### config.mk
export PLATFORM = sky130hd
export DESIGN_NAME = ws_inst_sequencer
export DESIGN_NICKNAME = d
export VERILOG_FILES = /design/src/rtl/ws_inst_sequencer.sv
export SDC_FILE = /design/constraint.sdc
export NUM_CORES = 1
export LEC_CHECK = 0
export CORE_UTILIZATION = 53
export CTS_CLUSTER_SIZE = 8
export DETAILED_ROUTE_END_ITERATION = 12
export GPL_ROUTABILITY_DRIVEN = 0
export HOLD_SLACK_MARGIN = 0.02
export PLACE_DENSITY = 0.92
export REMOVE_ABC_BUFFERS = 1
export SYNTH_ARGS = -nofsm -noshare
export SYNTH_HDL_FRONTEND = slang
export SYNTH_SLANG_ARGS = --single-unit
### constraint.sdc
create_clock -name i_clk -period 2.2 [get_ports i_clk]
set_input_delay 0.33 -clock i_clk [delete_from_list [all_inputs] [get_ports i_clk]]
set_output_delay 0.33 -clock i_clk [all_outputs]
set_load 0.01 [all_outputs]
### src/rtl/ws_inst_sequencer.sv
// ============================================================================
// ws_inst_sequencer
// ----------------------------------------------------------------------------
// Instruction sequencer for the weight-stationary core. One start pulse runs
// every kernel position (kij). Each kij does the following in order:
//   - read col weight rows from XMEM into L0 (load),
//   - read len_nij activation rows (execute),
//   - issue one flush cycle (load+execute+mode),
//   - wait gap idle cycles.
// A separate writeback engine drains OFIFO into PMEM while the run is busy.
// It writes one PMEM row per valid psum, at sequential addresses.
//
// Ports
//   i_clk          clock, rising edge
//   i_reset        asynchronous reset, active low (0 = reset)
//   i_start        one-cycle pulse, begins a run when idle
//   i_l0_ready     L0 can accept a row this cycle
//   i_ofifo_valid  OFIFO holds a psum row
//   o_inst[39:0]   core instruction bus (registered)
//   o_busy         run in progress
//   o_done         one-cycle pulse when the run completes
//   o_kij_idx      kernel position currently being issued
// ============================================================================
module ws_inst_sequencer #(
    parameter int          COL     = 8,
    parameter int          LEN_KIJ = 9,
    parameter int          LEN_NIJ = 36,
    parameter logic [7:0]  W_BASE  = 8'h80,
    parameter logic [7:0]  X_BASE  = 8'h00,
    parameter int          GAP     = 19
) (
    input  logic        i_clk,
    input  logic        i_reset,
    input  logic        i_start,
    input  logic        i_l0_ready,
    input  logic        i_ofifo_valid,
    output logic [39:0] o_inst,
    output logic        o_busy,
    output logic        o_done,
    output logic [3:0]  o_kij_idx
);

    localparam int WB_TOTAL = LEN_KIJ * LEN_NIJ;

    typedef enum logic [2:0] {
        S_IDLE,
        S_LOADW,
        S_EXEC,
        S_FLUSH,
        S_GAP,
        S_WAITD
    } state_t;

    // ------------------------------------------------------------------
    // State and counters
    // ------------------------------------------------------------------
    state_t      r_state;
    logic [6:0]  r_t;          // rows still to issue in the current burst
    logic [3:0]  r_kij;
    logic [5:0]  r_gap;        // idle cycles remaining after a flush
    logic        r_busy;
    logic        r_bypass;
    logic        r_done;
    logic [9:0]  r_wb_cnt;     // PMEM rows written in this run
    logic [2:0]  r_ctl_d1;     // {mode, execute, load} delay line
    logic [2:0]  r_ctl_d2;
    logic [39:0] r_inst;

    state_t      w_state_next;
    logic [6:0]  w_t_next;
    logic [3:0]  w_kij_next;
    logic [5:0]  w_gap_next;
    logic        w_busy_next;
    logic        w_bypass_next;
    logic        w_done_next;
    logic        w_wb_clear;
    logic        w_cen0;
    logic [7:0]  w_a0;
    logic [2:0]  w_ctl;        // {mode, execute, load} decided this cycle
    logic        w_wr;
    logic [39:0] w_inst_next;

    // ------------------------------------------------------------------
    // Issue FSM: next state and per-cycle decision
    // ------------------------------------------------------------------
    always_comb begin
        w_state_next  = r_state;
        w_t_next      = r_t;
        w_kij_next    = r_kij;
        w_gap_next    = r_gap;
        w_busy_next   = r_busy;
        w_bypass_next = r_bypass;
        w_done_next   = 1'b0;
        w_wb_clear    = 1'b0;
        w_cen0        = 1'b1;
        w_a0          = 8'h00;
        w_ctl         = 3'b000;

        case (r_state)
            S_IDLE: begin
                if (i_start) begin
                    w_state_next  = S_LOADW;
                    w_busy_next   = 1'b1;
                    w_bypass_next = 1'b1;
                    w_kij_next    = 4'd0;
                    w_t_next      = 7'(COL);
                    w_wb_clear    = 1'b1;
                end
            end

            S_LOADW: begin
                // The row offset (col - t) only advances on cycles L0 accepts.
                // A stall therefore never skips or repeats an address.
                if (i_l0_ready) begin
                    w_cen0   = 1'b0;
                    w_a0     = W_BASE + (8'(r_kij) * 8'(COL)) + (8'(COL) - 8'(r_t));
                    w_ctl    = 3'b001;
                    w_t_next = r_t - 7'd1;
                    if (r_t == 7'd1) begin
                        w_state_next = S_EXEC;
                        w_t_next     = 7'(LEN_NIJ);
                    end
                end
            end

            S_EXEC: begin
                if (i_l0_ready) begin
                    w_cen0   = 1'b0;
                    w_a0     = X_BASE + (8'(LEN_NIJ) - 8'(r_t));
                    w_ctl    = 3'b010;
                    w_t_next = r_t - 7'd1;
                    if (r_t == 7'd1) begin
                        w_state_next = S_FLUSH;
                    end
                end
            end

            S_FLUSH: begin
                w_ctl        = 3'b111;
                w_state_next = S_GAP;
                w_gap_next   = 6'(GAP);
            end

            S_GAP: begin
                w_gap_next = r_gap - 6'd1;
                if (r_gap == 6'd1) begin
                    if (r_kij < 4'(LEN_KIJ - 1)) begin
                        w_kij_next   = r_kij + 4'd1;
                        w_t_next     = 7'(COL);
                        w_state_next = S_LOADW;
                    end else begin
                        w_state_next = S_WAITD;
                    end
                end
            end

            S_WAITD: begin
                if (r_wb_cnt == 10'(WB_TOTAL)) begin
                    w_done_next   = 1'b1;
                    w_busy_next   = 1'b0;
                    w_bypass_next = 1'b0;
                    w_state_next  = S_IDLE;
                end
            end

            default: begin
                w_state_next = S_IDLE;
            end
        endcase
    end

    // ------------------------------------------------------------------
    // Writeback engine: works independently of the issue FSM. Once the
    // run's full psum count is written, further valids are dropped.
    // ------------------------------------------------------------------
    assign w_wr = r_busy && i_ofifo_valid && (r_wb_cnt < 10'(WB_TOTAL));

    // ------------------------------------------------------------------
    // Instruction word assembly. The load/execute/mode bits come from the
    // end of the delay line, so they reach L0 with the XMEM read data.
    // ------------------------------------------------------------------
    always_comb begin
        w_inst_next        = 40'd0;
        w_inst_next[39]    = w_bypass_next;     // psum_bypass
        w_inst_next[38]    = 1'b0;              // acc
        w_inst_next[37]    = ~w_wr;             // CEN_pmem
        w_inst_next[36]    = ~w_wr;             // WEN_pmem
        w_inst_next[35:27] = r_wb_cnt[8:0];     // A_pmem
        w_inst_next[26]    = 1'b1;              // CEN1_xmem
        w_inst_next[25:18] = 8'h00;             // A1_xmem
        w_inst_next[17]    = w_cen0;            // CEN0_xmem
        w_inst_next[16]    = 1'b1;              // WEN0_xmem: XMEM is read-only here
        w_inst_next[15:8]  = w_a0;              // A0_xmem
        w_inst_next[7]     = w_wr;              // ofifo_rd
        w_inst_next[6:3]   = 4'h0;              // ififo_wr, ififo_rd, l0_rd, l0_wr
        w_inst_next[2:0]   = r_ctl_d2;          // mode, execute, load
    end

    // ------------------------------------------------------------------
    // Registers
    // ------------------------------------------------------------------
    always_ff @(posedge i_clk or negedge i_reset) begin
        if (!i_reset) begin
            r_state  <= S_IDLE;
            r_t      <= 7'd0;
            r_kij    <= 4'd0;
            r_gap    <= 6'd0;
            r_busy   <= 1'b0;
            r_bypass <= 1'b0;
            r_done   <= 1'b0;
        end else begin
            r_state  <= w_state_next;
            r_t      <= w_t_next;
            r_kij    <= w_kij_next;
            r_gap    <= w_gap_next;
            r_busy   <= w_busy_next;
            r_bypass <= w_bypass_next;
            r_done   <= w_done_next;
        end
    end

    always_ff @(posedge i_clk or negedge i_reset) begin
        if (!i_reset) begin
            r_wb_cnt <= 10'd0;
        end else if (w_wb_clear) begin
            r_wb_cnt <= 10'd0;
        end else if (w_wr) begin
            r_wb_cnt <= r_wb_cnt + 10'd1;
        end
    end

    always_ff @(posedge i_clk or negedge i_reset) begin
        if (!i_reset) begin
            r_ctl_d1 <= 3'b000;
            r_ctl_d2 <= 3'b000;
        end else begin
            r_ctl_d1 <= w_ctl;
            r_ctl_d2 <= r_ctl_d1;
        end
    end

    // Idle encoding: every XMEM/PMEM enable and write-enable is deasserted (high).
    always_ff @(posedge i_clk or negedge i_reset) begin
        if (!i_reset) begin
            r_inst     <= 40'd0;
            r_inst[37] <= 1'b1;
            r_inst[36] <= 1'b1;
            r_inst[26] <= 1'b1;
            r_inst[17] <= 1'b1;
            r_inst[16] <= 1'b1;
        end else begin
            r_inst <= w_inst_next;
        end
    end

    assign o_inst    = r_inst;
    assign o_busy    = r_busy;
    assign o_done    = r_done;
    assign o_kij_idx = r_kij;

endmodule

==> results of run 1 <==
-- state kept, by name, summed over array words and instances (netlist names), named ones only --
signal and flops:
o_kij_idx 4, o_inst 23, r_wb_cnt 10, o_busy 1, r_t 7, r_state 3
o_done 1, r_ctl_d1 3, r_ctl_d2 3, r_gap 6
-- per-stage QoR --
step / total power [W] / instances / instance area (sq um)
finish: 0.00493 / 418 / 3650
floorplan: 0.00313 / 289 / 2950
global placement: 0.00376 / 401 / 3430
CTS: 0.00493 / 418 / 3650
detailed placement: 0.00388 / 401 / 3430
global route: 0.00527 / 418 / 3650
-- area by class of cell --
type                       instances  area (sq um)  area share
multi-input combinational        210          1330       0.364
clock buffer                      11           151      0.0415
inverter                          17          63.8      0.0175
timing repair buffer              41           405       0.111
tap                               72          90.1      0.0247
sequential                        62          1550       0.426
clock inverter                     5          56.3      0.0154
-- cell usage in the layout (no fill, tap or decap), types with 7 or more instances in the layout --
master           synthesis  routed
a21oi_1                 17      17
clkbuf_8                 1      11
clkdlybuf4s50_1          0      34
conb_1                   2      15
dfrtp_1                 60      60
ha_1                    15      15
inv_1                   17      17
nand2_1                 21      21
nand2b_1                 8       8
nand3_1                  7       7
nor2_1                  33      33
nor3_1                   9       9
xor2_1                  10      10
-- cells by family after synthesis --
| kind of cell | synth area share |
|---|---|
| DFF | 0.507 |
| AOI/OAI and AO/OA | 0.118 |
| muxes | 0.00653 |
| xor gates and xnor gates | 0.0457 |
| adders and majority gates | 0.0612 |
| and+or+nand+nor | 0.184 |
| other | 0.00245 |
| buffers and inverters | 0.0751 |
-- worst max-delay path: stages (launching register included) --
cell      delay, ns
dfrtp_1        0.42
inv_1          0.11
ha_1           0.29
ha_1           0.33
nand2b_1       0.10
o21bai_1       0.21
a21oi_1        0.14
o32a_1         0.33
nand2_1        0.05
-- routing by layer --
| metal | up-vias | GRT usage | part of all wire |
|---|---|---|---|
| met5 | - | 0.00909 | 0 |
| met4 | 0 | 0.141 | 0.027 |
| met2 | 73 | 0.328 | 0.49 |
| met3 | 18 | 0.0453 | 0.057 |
| met1 | 1113 | 0.262 | 0.42 |
| li1 | 1081 | - | - |
-- path summary, 6_finish.rpt --
path                            cells past startpoint  slack (ns)    endpoint
worst min register to register                      0        0.35   o_inst[2]
worst max register to register                      8        0.15  o_inst[15]
worst min-delay path                                0        0.35   o_inst[2]
min in group asynchronous                           2        0.51      r_t[0]
max in group asynchronous                           3        1.02  o_inst[37]
worst max-delay path                                8        0.15  o_inst[15]
-- synth_stat cells (3+ instances only) --
library cell  number  area [sq um]
nor4b_1            3          26.3
nor3b_1            3          22.5
a21oi_1           17          85.1
nor2_1            33           124
nand4_1            3          18.8
o21ai_0            4          20.0
nand2b_1           8          50.1
nand2_1           21          78.8
ha_1              15           188
buf_4             17           128
nor2b_1            4          25.0
a22o_1             3          26.3
o21ai_1            5          25.0
xnor2_1            6          52.6
nand3_1            7          35.0
dfrtp_1           60          1500
nor4_1             3          18.8
inv_1             17          63.8
clkbuf_1           4          15.0
nor3_1             9          45.0
xor2_1            10          87.6
o22ai_1            6          37.5
-- where the power goes --
part | leakage, nW | internal (W) | switching [W] | total (W)
Combinational | 0.782 | 0.000976 | 0.00110 | 0.00207
Clock | 0.106 | 0.000584 | 0.000452 | 0.00104
Sequential | 0.801 | 0.00149 | 0.000337 | 0.00182
-- what timing repair did --
action | 4_1_cts | 5_1_grt
hold endpoints to repair | 22 | 0
hold buffers | 1 | 0
resized for setup | 0 | 0
==> out/metrics.csv, run 1 <==
metric,value,unit
Yosys warnings,0,
Die Ht,78.0,um
Rel. slew slack,0.616,
ant diodes,0,
Detailed Routing Iterations Pass 1,4,
Clock Tree Buf Depth,2,
Hold Slack,0.349,ns
Util after Layout,0.659,
hold violation count in the final report,0,
ys async rst share,1.00,
RR Startpoint,r_t[4],
Synth Flop Type,dfrtp_1,
drt drc,0,
initial antenna violation count,0,
Tcrit/Tclk final,0.934,
largest net degree at the start of global routing,40,
CP Capture Type,register,
worst path arrival time,2.34,ns
Top Ports,51,
Tmin final,2.05,ns
Chip Width,78.0,um
synthesis-to-layout area growth,19.1,%
first-pass GRT wire length,9.80,mm
Final Slew Violations,0,
Fmax achieved,0.487,GHz
Post-synth EDFFs,0,
average size of a mapped cell,10.2,sq um
core area,5540,sq um
clk_skew,0.00537,ns
register area share after synthesis,0.507,
"FF+latch count, synth",62,
fillers,407,
detailed placement HPWL,4.26,mm
WL per Instance,14.1,um
HP Class,register to register,
Mapped Area,3060,sq um
RSZ-0062 raised after global routing,no,
"Clk pin slew, worst setup/hold paths",0.07,ns
cells after synthesis,300,
total gr overflow,0,
worst-path fanout max,5,
Slew @ Worst Pin,0.568,ns
Worst IR Drop VDD,0.580,mV
clk_lat worst skew,0.35,ns
Worst Slack Setup Final,0.146,ns
initial core utilization,0.553,
H-tree depth,3,
root buf cell,clkbuf_8,
GRT Overall Usage,0.210,
CP startpoint kind,register,
Leakage,1.69,nW
IO buf count,35,
number of vias per cell,5.47,
number of global-route vias before repair,2208,
share of layout cells above drive strength 1,0.0925,
hold path start,r_ctl_d2[2],
Worst setup startpoint,r_t[4],
Setup-failing EPs final,0,
CTS sink cnt,62,
CTS tree,done,
critical path class,register to register,
Num CTS Buffers,9,
Layout Nets,361,
P per Cell Area,1350,nW/um^2
pre-CTS setup slack,0.178,ns
DRT Wirelength,5.90,mm
Worst EP required,2.49,ns
DIE AREA,6090,sq um
Post-CTS Setup Inserts,0,
final setup TNS,0,ns
Site Rows,27,
post-synthesis cell type count,53,
Iter 0 DRT Violations,250,
status,completed,
vias post-DR,2285,
maxcap violations,0,
DRT antenna net count,0,
No activity file was read; power rests on OpenSTA's default activity.
==> run 2, diff against run 1 <==
--- a/config.mk
+++ b/config.mk
@@ -6,6 +6,6 @@
 export NUM_CORES = 1
 export LEC_CHECK = 0
+export CORE_ASPECT_RATIO = 1.75
 export CORE_UTILIZATION = 53
-export CTS_CLUSTER_SIZE = 8
 export DETAILED_ROUTE_END_ITERATION = 12
 export GPL_ROUTABILITY_DRIVEN = 0
==> constraint.sdc (replaced) <==
create_clock -name i_clk -period 2.2 [get_ports i_clk]
set_input_delay 0.33 -clock i_clk [delete_from_list [all_inputs] [get_ports i_clk]]
set_output_delay 0.33 -clock i_clk [all_outputs]
set_load 0.05 [all_outputs]
==> run 2 against run 1 <==
- register-to-register slack hardly changed
- hold slack better by 0.00096 ns
- first-iteration DRC count is 76% lower
- power is 6.3% higher
- critical path depth is 3 lower
- maximum frequency is 0.68% lower
- flip-flop and latch count stayed put
==> out/metrics.csv, run 2 (synthesis results as in run 1) <==
metric,value,unit,change
drt drc,0,,unchanged
slowest library cell on the worst path,or4_4,,
Iter 0 DRT Violations,61,,-76%
max incr delay on CP,0.57,ns,+0.15 ns
Slew @ Worst Pin,0.590,ns,+0.0222 ns
RSZ-0062 raised after global routing,no,,
Fmax achieved,0.484,GHz,-0.68%
WL per Instance,14.4,um,+2.0%
placed cells,407,,+1.5%
share of layout cells above drive strength 1,0.0948,,+0.00234
total gr overflow,0,,unchanged
Detailed Routing Iterations Pass 1,4,,unchanged
maxcap violations,0,,unchanged
hold violation count in the final report,0,,unchanged
number of global-route vias before repair,2289,,+3.7%
HP Class,register to register,,
detailed placement HPWL,4.36,mm,+2.2%
root buf cell,clkbuf_8,,
Tmin final,2.07,ns,+0.0140 ns
clk_skew,0.00443,ns,-0.000943 ns
GRT Overall Usage,0.229,,+0.0187
CP Buf/Inv Count,0,,-1
Leakage,1.68,nW,-0.77%
Layout Nets,363,,+0.55%
initial antenna violation count,0,,unchanged
vias post-DR,2281,,-0.18%
Site Rows,36,,+33%
Top Ports,51,,unchanged
core area,5590,sq um,+0.81%
CTS sink cnt,62,,unchanged
DIE AREA,6100,sq um,+0.19%
Worst IR Drop VDD,0.629,mV,+8.3%
IO buf count,35,,unchanged
CTS tree,done,,
Die Ht,103,um,+31%
number of vias per cell,5.38,,-1.6%
CP startpoint kind,register,,
"Clk pin slew, worst setup/hold paths",0.07,ns,about the same
area of the multi-input gates,1330,sq um,unchanged
ant diodes,0,,unchanged
Tcrit/Tclk final,0.940,,+0.00636
CP cell instances,"or4_4, a211oi_4, nand3_1, xor2_1, nor2_1",,
largest net degree at the start of global routing,39,,-2.5%
post-CTS resize count,0,,unchanged
status,completed,,
DRT antenna net count,0,,unchanged
WL met3,249,um,-26%
first-pass GRT wire length,10.1,mm,+3.2%
Num CTS Buffers,9,,unchanged
Worst EP required,2.44,ns,-0.05 ns
fillers,438,,+7.6%
"commonest non-fill, non-tap cells in the layout","60 x dfrtp_1, 34 x clkdlybuf4s50_1, 33 x nor2_1, 21 x nand2_1",,
DRT Wirelength,6.10,mm,+3.4%
clk_lat worst skew,0.35,ns,about the same
sequential cell area,1550,sq um,unchanged
Max Used Layer,met4,,
Setup-failing EPs final,0,,unchanged
worst-path fanout max,9,,+4
synthesis-to-layout area growth,18.4,%,
Rel. slew slack,0.607,,-0.00943
H-tree depth,3,,unchanged
"commonest non-fill, non-tap cell in the layout",dfrtp_1,,
final setup TNS,0,ns,unchanged
crit-path leading delay family,simple AND/OR/NAND/NOR gates,,
final std cells w/o fill,424,,+1.4%
Final Slew Violations,0,,unchanged
critical path class,register to register,,
CP Capture Type,register,,
P per Cell Area,1440,nW/um^2,+6.9%
metal2 WL,3.22,mm,+11%
Clock Tree Buf Depth,2,,unchanged
max reg flops,23,,unchanged
worst path arrival time,2.31,ns,-0.03 ns
Chip Width,59.5,um,-24%
wl on met1,2.39,mm,-4.6%
initial core utilization,0.549,,-0.00446
run 2: changes by cell type in the layout (fill, tap and decap cells not counted):
| cell | change |
|---|---|
| buf_4 | +2 |
| bufinv_16 | -1 |
| clkbuf_1 | +1 |
| clkbuf_8 | -2 |
| clkinv_2 | +1 |
| clkinv_4 | +1 |
| clkinvlp_4 | +1 |
| inv_6 | -1 |
run 2: stage by stage:
stage | hold slack [ns] | setup WS (ns) | total power, W | util | instance area, sq um
finish | 0.350 | 0.132 | 0.00524 | 0.650 | 3630
global route | 0.366 | 0.0668 | 0.00558 | 0.650 | 3630
global placement | 0.333 | 0.238 | 0.00428 | 0.618 | 3450
CTS | 0.352 | 0.164 | 0.00525 | 0.650 | 3630
detailed placement | 0.336 | 0.166 | 0.00439 | 0.618 | 3450
floorplan | 0.0344 | 0.137 | 0.00363 | - | 2950
run 2: path summary, 6_finish.rpt:
check                           depth (start not counted)  slack (ns)           to        start
min in group asynchronous                               2        0.52  r_wb_cnt[1]      i_reset
max in group asynchronous                               3        1.02   o_inst[17]      i_reset
worst min register to register                          0        0.35  r_ctl_d2[2]  r_ctl_d1[2]
worst min-delay path                                    0        0.35  r_ctl_d2[2]  r_ctl_d1[2]
worst max register to register                          5        0.13  r_wb_cnt[5]  r_wb_cnt[3]
worst max-delay path                                    5        0.13  r_wb_cnt[5]  r_wb_cnt[3]
run 2: layout make-up:
type,count,share of cell area
Clock inverter,6,0.0107
Sequential cell,62,0.428
Timing Repair Buffer,43,0.116
Tap cell,76,0.0262
Multi-Input combinational cell,210,0.366
Clock buffer,10,0.0352
Inverter,17,0.0176
run 2: timing repair:
item,4_1_cts,5_1_grt
endpoints found under the setup margin,0,0
hold buffers,1,0
hold endpoints to repair,24,0
buffers inserted,0,0
run 2: report_power, final:
group / switching, W / leakage, nW / internal, W
clock network: 0.000444 / 0.0820 / 0.000403
registers: 0.000327 / 0.801 / 0.00149
logic: 0.00159 / 0.792 / 0.000984
run 2: per-layer routing:
metal / global-route usage / vias up
met5: 0 / -
met4: 0.148 / 0
met3: 0.0678 / 20
met2: 0.385 / 69
met1: 0.243 / 1098
li1: - / 1094
==> run 3, diff against run 2 <==
CORE_UTILIZATION = 55   (was 53)
CTS_BUF_LIST = sky130_fd_sc_hd__clkbuf_4   (was not set)
PLACE_DENSITY = 0.94   (was 0.92)
==> run 3 against run 2 <==
- clock-buffer cell count is the same
- combinational power about the same
- sequential share of layout area rose by 0.18 points
- clock power is 5.1% higher
- flip-flop and latch count is the same
- maximum frequency shrank 2.1%
- first-iteration DRC count up 4.9%
- non-clock buffer count decreased by 1
- setup slack got worse by 0.044 ns
- critical path type is now register to output port
- largest cell class unchanged
- highest routed layer unchanged
==> out/metrics.csv, run 3 (synthesis results as in run 1) <==
metric,value,unit,change
status,completed,,
root buf cell,clkbuf_4,,
initial antenna violation count,0,,unchanged
worst-path fanout max,4,,-5
Top Ports,51,,unchanged
Rel. slew slack,0.590,,-0.0167
share of layout cells above drive strength 1,0.0922,,-0.00261
CTS tree,done,,
pre-CTS setup slack,0.209,ns,+0.0426 ns
post-route cell area,3610,sq um,-0.41%
hold violation count in the final report,0,,unchanged
Worst Slack Setup Final,0.0884,ns,-0.0437 ns
Die Ht,101,um,-1.8%
clk_skew,0.0124,ns,+0.00796 ns
Final Slew Violations,0,,unchanged
max reg flops,23,,unchanged
Layout Nets,362,,-0.28%
Worst IR Drop VDD,0.875,mV,+39%
IO buf count,35,,unchanged
P per Cell Area,1460,nW/um^2,+1.2%
Iter 0 DRT Violations,64,,+4.9%
"commonest non-fill, non-tap cell in the layout",dfrtp_1,,
Leakage,1.66,nW,-0.64%
detailed placement HPWL,4.41,mm,+1.3%
CP cell instances,"buf_4, clkdlybuf4s50_1",,
initial core utilization,0.578,,+0.0297
Detailed Routing Iterations Pass 1,4,,unchanged
H-tree depth,3,,unchanged
Num CTS Buffers,9,,unchanged
critical path class,register to output port,,
placed inst area,3440,sq um,-0.29%
maxcap violations,0,,unchanged
vias post-DR,2330,,+2.1%
slowest library cell on the worst path,clkdlybuf4s50_1,,
Tmin final,2.11,ns,+0.0437 ns
Tcrit/Tclk final,0.960,,+0.0198
WL per Instance,14.4,um,+0.13%
final setup TNS,0,ns,unchanged
worst path arrival time,1.78,ns,-0.53 ns
HP Class,register to register,,
Util after Layout,0.682,,+0.0323
CP startpoint kind,register,,
clk_lat worst skew,0.41,ns,+0.06 ns
core area,5300,sq um,-5.1%
RSZ-0062 raised after global routing,no,,
GRT Overall Usage,0.234,,+0.00537
number of global-route vias before repair,2331,,+1.8%
Post-CTS Setup Inserts,0,,unchanged
max incr delay on CP,0.81,ns,+0.24 ns
DIE AREA,5890,sq um,-3.5%
Setup-failing EPs final,0,,unchanged
"commonest non-fill, non-tap cells in the layout","60 x dfrtp_1, 34 x clkdlybuf4s50_1, 33 x nor2_1, 21 x nand2_1",,
largest net degree at the start of global routing,63,,+62%
Slew @ Worst Pin,0.607,ns,+0.0165 ns
"Clk pin slew, worst setup/hold paths",0.10,ns,+0.03 ns
Site Rows,35,,-2.8%
Fmax achieved,0.474,GHz,-2.1%
CTS sink cnt,62,,unchanged
first-pass GRT wire length,10.3,mm,+1.4%
ant diodes,0,,unchanged
DRT Wirelength,6.07,mm,-0.57%
number of vias per cell,5.53,,+2.9%
drt drc,0,,unchanged
Clock Tree Buf Depth,2,,unchanged
Worst EP required,1.87,ns,-0.57 ns
Total Power,0.00528,W,+0.76%
synthesis-to-layout area growth,17.9,%,
total gr overflow,0,,unchanged
DRT antenna net count,0,,unchanged
Chip Width,58.4,um,-1.8%
CP Capture Type,output port,,
[run 3: changes by cell type in the layout (fill, tap and decap cells not counted), sizes merged]
cell,previous run,this run
clkinv,4,1
bufinv,0,2
buf,8,7
clkinvlp,2,3
[run 3: power by group]
group / switching, W / leakage, nW / internal (W)
sequential: 0.000358 / 0.801 / 0.00148
combinational: 0.00158 / 0.787 / 0.000966
clock: 0.000421 / 0.0763 / 0.000469
[run 3: final cells by class]
class	instances	area, sq um
clock buffers	10	75.1
fillers	389	1690
multi-input cells	210	1330
well taps	74	92.6
inverters	17	63.8
repair buffers	42	413
clock inverters	6	86.3
flip-flops and latches	62	1550
[run 3: worst paths after layout]
| kind | from | to | slack [ns] | cells after the start |
|---|---|---|---|---|
| hold reg to reg | r_ctl_d1[2] | r_ctl_d2[2] | 0.36 | 0 |
| setup reg to reg | r_t[4] | o_inst[15] | 0.17 | 8 |
| setup / recovery | o_kij_idx[1] | o_kij_idx[1] | 0.09 | 2 |
| min in group asynchronous | i_reset | o_inst[27] | 0.46 | 3 |
| hold / removal | r_ctl_d1[2] | r_ctl_d2[2] | 0.36 | 0 |
| max in group asynchronous | i_reset | o_inst[17] | 1.43 | 3 |
[run 3: through the flow]
stage,hold slack [ns],std cells
2_1_floorplan,0.0344,289
3_3_place_gp,0.332,404
3_5_place_dp,0.336,404
4_1_cts,0.361,421
5_1_grt,0.367,421
6_report,0.358,421
[run 3: repair_timing]
action / 4_1_cts / 5_1_grt
endpoints found under the hold margin: 60 / 0
resized for setup: 0 / 0
hold buffers: 1 / 0
[run 3: worst max-delay path: cells and delay by family, from the launching register on]
kind,cells,cell delay [ns]
buffers and inverters,2,0.96
DFF,1,0.42
[run 3: routing by layer]
layer  GRT usage  up-vias  part of all wire
met4       0.134        0             0.035
li1            -     1095                 -
met5           0        -                 0
met2       0.415       86              0.54
met1       0.249     1131              0.38
met3      0.0526       18             0.043
